===== config.mk =====
export PLATFORM = sky130hd
export DESIGN_NAME = rr_arbiter4
export DESIGN_NICKNAME = d
export VERILOG_FILES = /design/src/rtl/rr_arb_pkg.sv /design/src/rtl/rr_pick.sv /design/src/rtl/rr_arbiter4.sv
export SDC_FILE = /design/constraint.sdc
export NUM_CORES = 1
export LEC_CHECK = 0
export CORE_AREA = 2 2 39 41
export CTS_BUF_LIST = sky130_fd_sc_hd__clkbuf_8
export DETAILED_ROUTE_END_ITERATION = 12
export DIE_AREA = 0 0 41 43
export GPL_ROUTABILITY_DRIVEN = 1
export PLACE_DENSITY_LB_ADDON = 0.2
export SLEW_MARGIN = 30
export SYNTH_ARGS = -nofsm -noshare
export SYNTH_HDL_FRONTEND = slang
export SYNTH_SLANG_ARGS = --single-unit

===== constraint.sdc =====
create_clock -name clk -period 2.3 [get_ports clk]
set_input_delay 0.46 -clock clk [delete_from_list [all_inputs] [get_ports clk]]
set_output_delay 0.46 -clock clk [all_outputs]
set_load 0.005 [all_outputs]

===== src/rtl/rr_arb_pkg.sv =====
// rtl/rr_arb_pkg.sv - shared constants, state type and helpers for the 4-way round-robin arbiter
package rr_arb_pkg;

    localparam int NUM_REQ = 4;
    localparam int SEL_W   = 2;

    typedef enum logic {
        IDLE  = 1'b0,
        GRANT = 1'b1
    } arb_state_t;

    // Priority pointer after a release: the requester just served drops to lowest priority.
    function automatic logic [SEL_W-1:0] next_ptr(input logic [SEL_W-1:0] cur);
        return cur + SEL_W'(1);
    endfunction

endpackage


===== src/rtl/rr_pick.sv =====
// rtl/rr_pick.sv - combinational rotating-priority search starting at ptr
module rr_pick
    import rr_arb_pkg::*;
(
    input  logic [NUM_REQ-1:0] req,
    input  logic [SEL_W-1:0]   ptr,
    output logic [SEL_W-1:0]   idx,
    output logic               any
);

    logic [SEL_W-1:0] cand;

    // Walk offsets from the far end back toward ptr so the closest set bit wins.
    always_comb begin
        idx  = ptr;
        any  = |req;
        cand = ptr;
        for (int i = NUM_REQ - 1; i >= 0; i--) begin
            cand = ptr + SEL_W'(i);
            if (req[cand]) begin
                idx = cand;
            end
        end
    end

endmodule


===== src/rtl/rr_arbiter4.sv =====
// rtl/rr_arbiter4.sv - 4-requester round-robin arbiter with hold timeout
module rr_arbiter4
    import rr_arb_pkg::*;
#(
    parameter int unsigned TIMEOUT = 15
) (
    input  logic               clk,
    input  logic               rst,
    input  logic [NUM_REQ-1:0] req,
    input  logic               done,
    output logic [SEL_W-1:0]   sel,
    output logic               gnt_valid,
    output logic               timeout
);

    // The counter holds (valid cycles completed - 1) while granted, so the
    // limit is reached on the edge that ends the TIMEOUT-th valid cycle.
    localparam int CNT_W = (TIMEOUT == 0) ? 1 : $clog2(TIMEOUT + 1);
    localparam logic [CNT_W-1:0] LIMIT   = CNT_W'((TIMEOUT == 0) ? 0 : TIMEOUT - 1);
    localparam logic [CNT_W-1:0] CNT_MAX = {CNT_W{1'b1}};
    localparam bit               TO_EN   = (TIMEOUT != 0);

    arb_state_t       state;
    logic [SEL_W-1:0] ptr;
    logic [CNT_W-1:0] cnt;

    logic [SEL_W-1:0] pick_idx;
    logic             pick_any;
    logic             owner_req;
    logic             limit_hit;
    logic             release_now;

    rr_pick u_pick (
        .req (req),
        .ptr (ptr),
        .idx (pick_idx),
        .any (pick_any)
    );

    // Release conditions evaluated for the current owner; done wins over the counter.
    always_comb begin
        owner_req   = req[sel];
        limit_hit   = TO_EN && (cnt == LIMIT);
        release_now = done || !owner_req || limit_hit;
    end

    // Two-state grant FSM; every output is a flop so no input reaches an output combinationally.
    always_ff @(posedge clk) begin
        if (rst) begin
            state     <= IDLE;
            sel       <= '0;
            gnt_valid <= 1'b0;
            timeout   <= 1'b0;
            ptr       <= '0;
            cnt       <= '0;
        end else begin
            timeout <= 1'b0;
            unique case (state)
                IDLE: begin
                    if (pick_any) begin
                        sel       <= pick_idx;
                        gnt_valid <= 1'b1;
                        cnt       <= '0;
                        state     <= GRANT;
                    end
                end
                GRANT: begin
                    if (release_now) begin
                        gnt_valid <= 1'b0;
                        ptr       <= next_ptr(sel);
                        timeout   <= limit_hit && !done && owner_req;
                        state     <= IDLE;
                    end else if (cnt != CNT_MAX) begin
                        cnt <= cnt + CNT_W'(1);
                    end
                end
                default: begin
                    state     <= IDLE;
                    gnt_valid <= 1'b0;
                end
            endcase
        end
    end

endmodule

==> results.yml, run 1 <==
run_status:
  status: "finished clean"
place:
  postPlaceCellArea_sq_um: 734
  post-place-cells: 98
  gp_congestion: 0.742
  numPortBuffers: 10
  dp_hpwl_microns: 979
final_layout:
  mostFrequentLayoutCells: "nor2_1, dfxtp_1, clkdlybuf4s50_1"
  utilization_pct: 56.3
  area_growth_pct: 24.4
  finalNetCount: 96
  antenna_cells: 0
  final_layout_size_suffix_gt1_share_pct: 8.14
  seqCellArea_sq_um: 220
  final.fill_count: 123
  final_area_sq_um: 779
  final_common_cell: "nor2_1"
  stdcell_count: 102
  multi_input_area_sq_um: 375
drt:
  drt_iter0_drc: 23
  wl_per_cell_microns: 13.3
  met2_length_microns: 679
  postRouteAntennaNets: 0
  via_count: 592
  drcViolationCount: 0
  wl_microns: 1350
  wl_met3_microns: 55
  highest_layer: "met4"
  routed_via_density: 5.80
  drtPass1Iterations: 4
  wl_met1_microns: 603
worst_setup_path:
  start_kind: "primary input"
  worstSetupPathType: "primary input to flip-flop"
  crit_path_end_kind: "flip-flop"
  crit_fanout: 6
  cp_cell_sequence: "clkdlybuf4s50_1 > mux2i_1 > nor3b_2 > or2_1 > nand2_1 > a221o_1"
  slowest_delay_ps: 550
  slowest_stage: "clkdlybuf4s50_1"
  critical_path_required_ps: 2420
  worst-endpoint-arrival_ps: 2020
power_and_ir_drop:
  power.leakage_nw: 0.282
  peakVddDrop_mv: 0.308
  powerDensity_nw_per_um2: 629
floorplan:
  die_y_microns: 43
  ios: 11
  start_util_pct: 45.3
  num_rows: 14
  die_area_sq_um: 1760
  fp.dieW_microns: 41
  core_area_sq_um: 1380
timing:
  drv_slew: 0
  setup_viol: 0
  hold_viol: 0
  tightest_slew_ps: 487
  skew_ps: 0.608
  setup_tns_ps: 0
  maxClockFrequency_mhz: 526
  rsz0062_at_grt: "no"
  timing.slew.headroom_pct: 67.4
  post-route-period-util_pct: 82.7
  min_period_ps: 1900
clocking:
  clock_latency_ps: 230
  postCtsHoldBufs: 0
  htree_levels: 1
  cts_tree: "yes"
  root_buffer: "clkbuf_8"
  cts.sinks: 11
  clock_path_buffers: 2
  cts_setup_buffers: 0
  cts_resized: 0
  cts-buffers-inserted: 3
  cts.clk_slew.worst_paths_ps: 50
yosys:
  postSynth.asyncResetShare_pct: 0
  synth_edf_count: 0
  synth.yosys.seq_area_share_pct: 35.1
  synth_area_sq_um: 627
  synthFlopType: "dfxtp_1"
  syn_nets: 82
  synth.avg_cell_area_sq_um: 8.59
  synth_cell_type_count: 31
  ys_ff_latch: 11
  yosysWarnings: 0
  syn_inst: 73
global_routing:
  grt-ovfl-total: 0
  antenna_found_initial: 0
  grt_pass1_wl_microns: 2370
  first_global_vias: 588
  grt.total_usage_pct: 19.1
  grt_max_degree: 11
worst_hold_path:
  hold_path_class: "flip-flop to flip-flop"
run:
  drv_cap: 0
worst paths after layout:
kind	start	to	slack (ps)	cells past startpoint
worst max-delay path	req[2]	ptr[0]	400	6
worst min-delay path	cnt[3]	cnt[3]	530	2
worst max register to register	sel[0]	ptr[0]	670	5
worst min register to register	cnt[3]	cnt[3]	530	2
metrics by stage:
step	setup WS (ps)	hold slack [ps]	power [mW]
floorplan	777	480	0.277
CTS	403	530	0.497
finish	399	534	0.490
global placement	214	499	0.311
detailed placement	163	503	0.312
global route	263	573	0.515
where the power goes:
group	leakage [nW]	total (mW)	switching [mW]	internal, mW
clock	0.0269	0.180	0.0639	0.116
combinational	0.165	0.0876	0.0403	0.0473
sequential	0.0899	0.222	0.0191	0.203
state kept, by name, summed over array words and instances (netlist names):
name / cells
ptr: 2
state: 1
cnt: 4
gnt_valid: 1
timeout: 1
sel: 2
synth_stat cells, drive strengths merged, types with 2 or more instances:
| cell | count | area, sq um |
|---|---|---|
| nor2 | 12 | 45.0 |
| dfxtp | 11 | 220 |
| a21oi | 5 | 25.0 |
| o21ai | 4 | 23.8 |
| inv | 3 | 11.3 |
| mux2i | 3 | 30.0 |
| nand2 | 3 | 11.3 |
| nor3 | 3 | 20.0 |
| a221o | 2 | 20.0 |
| and4b | 2 | 20.0 |
| ha | 2 | 25.0 |
| nand3 | 2 | 10.0 |
| o211ai | 2 | 15.0 |
| o21a | 2 | 15.0 |
| o31ai | 2 | 15.0 |
| xnor2 | 2 | 17.5 |
worst max-delay path, delay by kind of cell:
| family | cells | cell delay [ps] |
|---|---|---|
| buffers and inverters | 1 | 550 |
| and+or+nand+nor | 3 | 570 |
| AOI/OAI and AO/OA | 1 | 320 |
| muxes | 1 | 120 |
routing by layer:
metal	up-vias	global-route usage (%)
met4	0	6.00
li1	299	-
met3	2	3.14
met5	-	0
met1	275	23.8
met2	16	31.6
area by class of cell:
type | count | share of cell area [%]
repair buffers | 11 | 13.8
inverters | 3 | 1.44
flip-flops and latches | 11 | 28.3
clock inverters | 1 | 0.482
well taps | 16 | 2.57
multi-input cells | 57 | 48.2
clock buffers | 3 | 5.30
logic make-up (layout without fill, tap and decap cells):
logic type	Yosys count	in the layout	synth area share [%]
buffers and inverters	5	18	4.99
flip-flops	11	11	35.1
adder cells (fa/ha/maj)	2	2	3.99
AND/OR/NAND/NOR	29	29	25.0
XOR/XNOR	2	2	2.79
multiplexers	3	3	4.79
AO/OA/AOI/OAI	21	21	23.4
Power figures use the tool's default switching activity.
==> run 2: changes to the inputs <==
Clock period 2.3 ns to 1.8 ns, I/O delays scaled along.
==> results.yml, run 2 (synthesis gave the netlist of run 1 again) <==
run_status:
  status: "finished clean"
place:
  place_worst_setup_slack_ps: -93.0
  gp_congestion: 0.710
  numPortBuffers: 10
  dp_hpwl_microns: 1020
floorplan:
  ios: 11
  die_area_sq_um: 1760
  num_rows: 14
  fp.dieW_microns: 41
  core_area_sq_um: 1380
  start_util_pct: 45.3
  die_y_microns: 43
global_routing:
  antenna_found_initial: 0
  grt_pass1_wl_microns: 2190
  grt_max_degree: 9
  first_global_vias: 524
  grt.total_usage_pct: 18.0
  grt-ovfl-total: 0
worst_setup_path:
  crit_path_end_kind: "flip-flop"
  r2r-start: "sel[0]"
  worst-endpoint-arrival_ps: 1760
  crit_fanout: 3
  critical_path_required_ps: 1910
  start_kind: "primary input"
  r2r_slack_ps: 190
  crit_path_start: "req[3]"
  worstSetupPathType: "primary input to flip-flop"
final_layout:
  final_layout_size_suffix_gt1_share_pct: 16.0
  reg.largest.list: "cnt (4), ptr (2), sel (2)"
  utilization_pct: 60.7
  antenna_cells: 0
  final_common_cell: "nor2_1"
  final.fill_count: 134
  area_growth_pct: 33.9
  largest_reg_flops: 4
  finalNetCount: 104
  mostFrequentLayoutCells: "nor2_1, dfxtp_1, clkdlybuf4s50_1"
  top_register: "cnt"
drt:
  drt_iter0_drc: 8
  drtPass1Iterations: 4
  wl_met3_microns: 40
  drcViolationCount: 0
  wl_microns: 1290
  met2_length_microns: 603
  routed_via_density: 5.44
  postRouteAntennaNets: 0
  highest_layer: "met4"
  wl_met1_microns: 624
  via_count: 598
  wl_per_cell_microns: 11.7
clocking:
  cts-buffers-inserted: 3
  cts_tree: "yes"
  cts_resized: 0
  postCtsHoldBufs: 0
  cts_setup_buffers: 0
  cts.clk_slew.worst_paths_ps: 40
  clock_latency_ps: 240
  cts.sinks: 11
  clock_path_buffers: 2
  htree_levels: 1
  root_buffer: "clkbuf_8"
timing:
  post-route-period-util_pct: 91.5
  min_period_ps: 1650
  setup_viol: 0
  hold_ws_ps: 501
  hold_viol: 0
  drv_slew: 0
  setup_tns_ps: 0
  timing.slew.headroom_pct: 67.9
  maxClockFrequency_mhz: 607
  skew_ps: 8.09
  worst_slack_ps: 152
  rsz0062_at_grt: "no"
  tightest_slew_ps: 480
power_and_ir_drop:
  powerDensity_nw_per_um2: 771
  total_power_mw: 0.647
  peakVddDrop_mv: 0.332
  power.leakage_nw: 0.321
run:
  drv_cap: 0
worst_hold_path:
  min_from: "gnt_valid"
  hold_path_class: "flip-flop to flip-flop"
-- run 2: path summary, 6_finish.rpt --
check | depth (start not counted) | to
worst max register to register | 5 | ptr[0]
worst max-delay path | 6 | ptr[0]
worst min register to register | 2 | gnt_valid
worst min-delay path | 2 | gnt_valid
-- run 2: worst max-delay path: stages --
cell	delay (ps)
clkdlybuf4s50_1	470
mux2i_1	80
nor3b_2	260
or2_1	170
nand2_1	90
a221o_1	330
-- run 2: power by group --
part | internal, mW | total [mW] | switching [mW]
Clock | 0.149 | 0.237 | 0.0876
Combinational | 0.0733 | 0.127 | 0.0532
Sequential | 0.260 | 0.283 | 0.0239
Total | 0.482 | 0.647 | 0.165
-- run 2: layout make-up --
class / instances / area [sq um] / share of cell area, %
multi-input combinational: 57 / 375 / 44.7
tap: 16 / 20.0 / 2.38
clock inverter: 1 / 3.75 / 0.447
inverter: 3 / 11.3 / 1.34
timing repair buffer: 19 / 168 / 20.0
sequential: 11 / 220 / 26.2
clock buffer: 3 / 41.3 / 4.92
-- run 2: metrics by stage --
stage | std cells | cell area (sq um)
after floorplan | 73 | 627
after global placement | 106 | 795
after detailed placement | 106 | 795
after CTS | 110 | 840
after global routing | 110 | 840
final | 110 | 840
-- run 2: layer usage --
metal  GRT usage [%]  up-vias
met1            25.2      269
met3            3.14        2
met5               0        -
li1                -      314
met2            25.9       13
met4            8.00        0
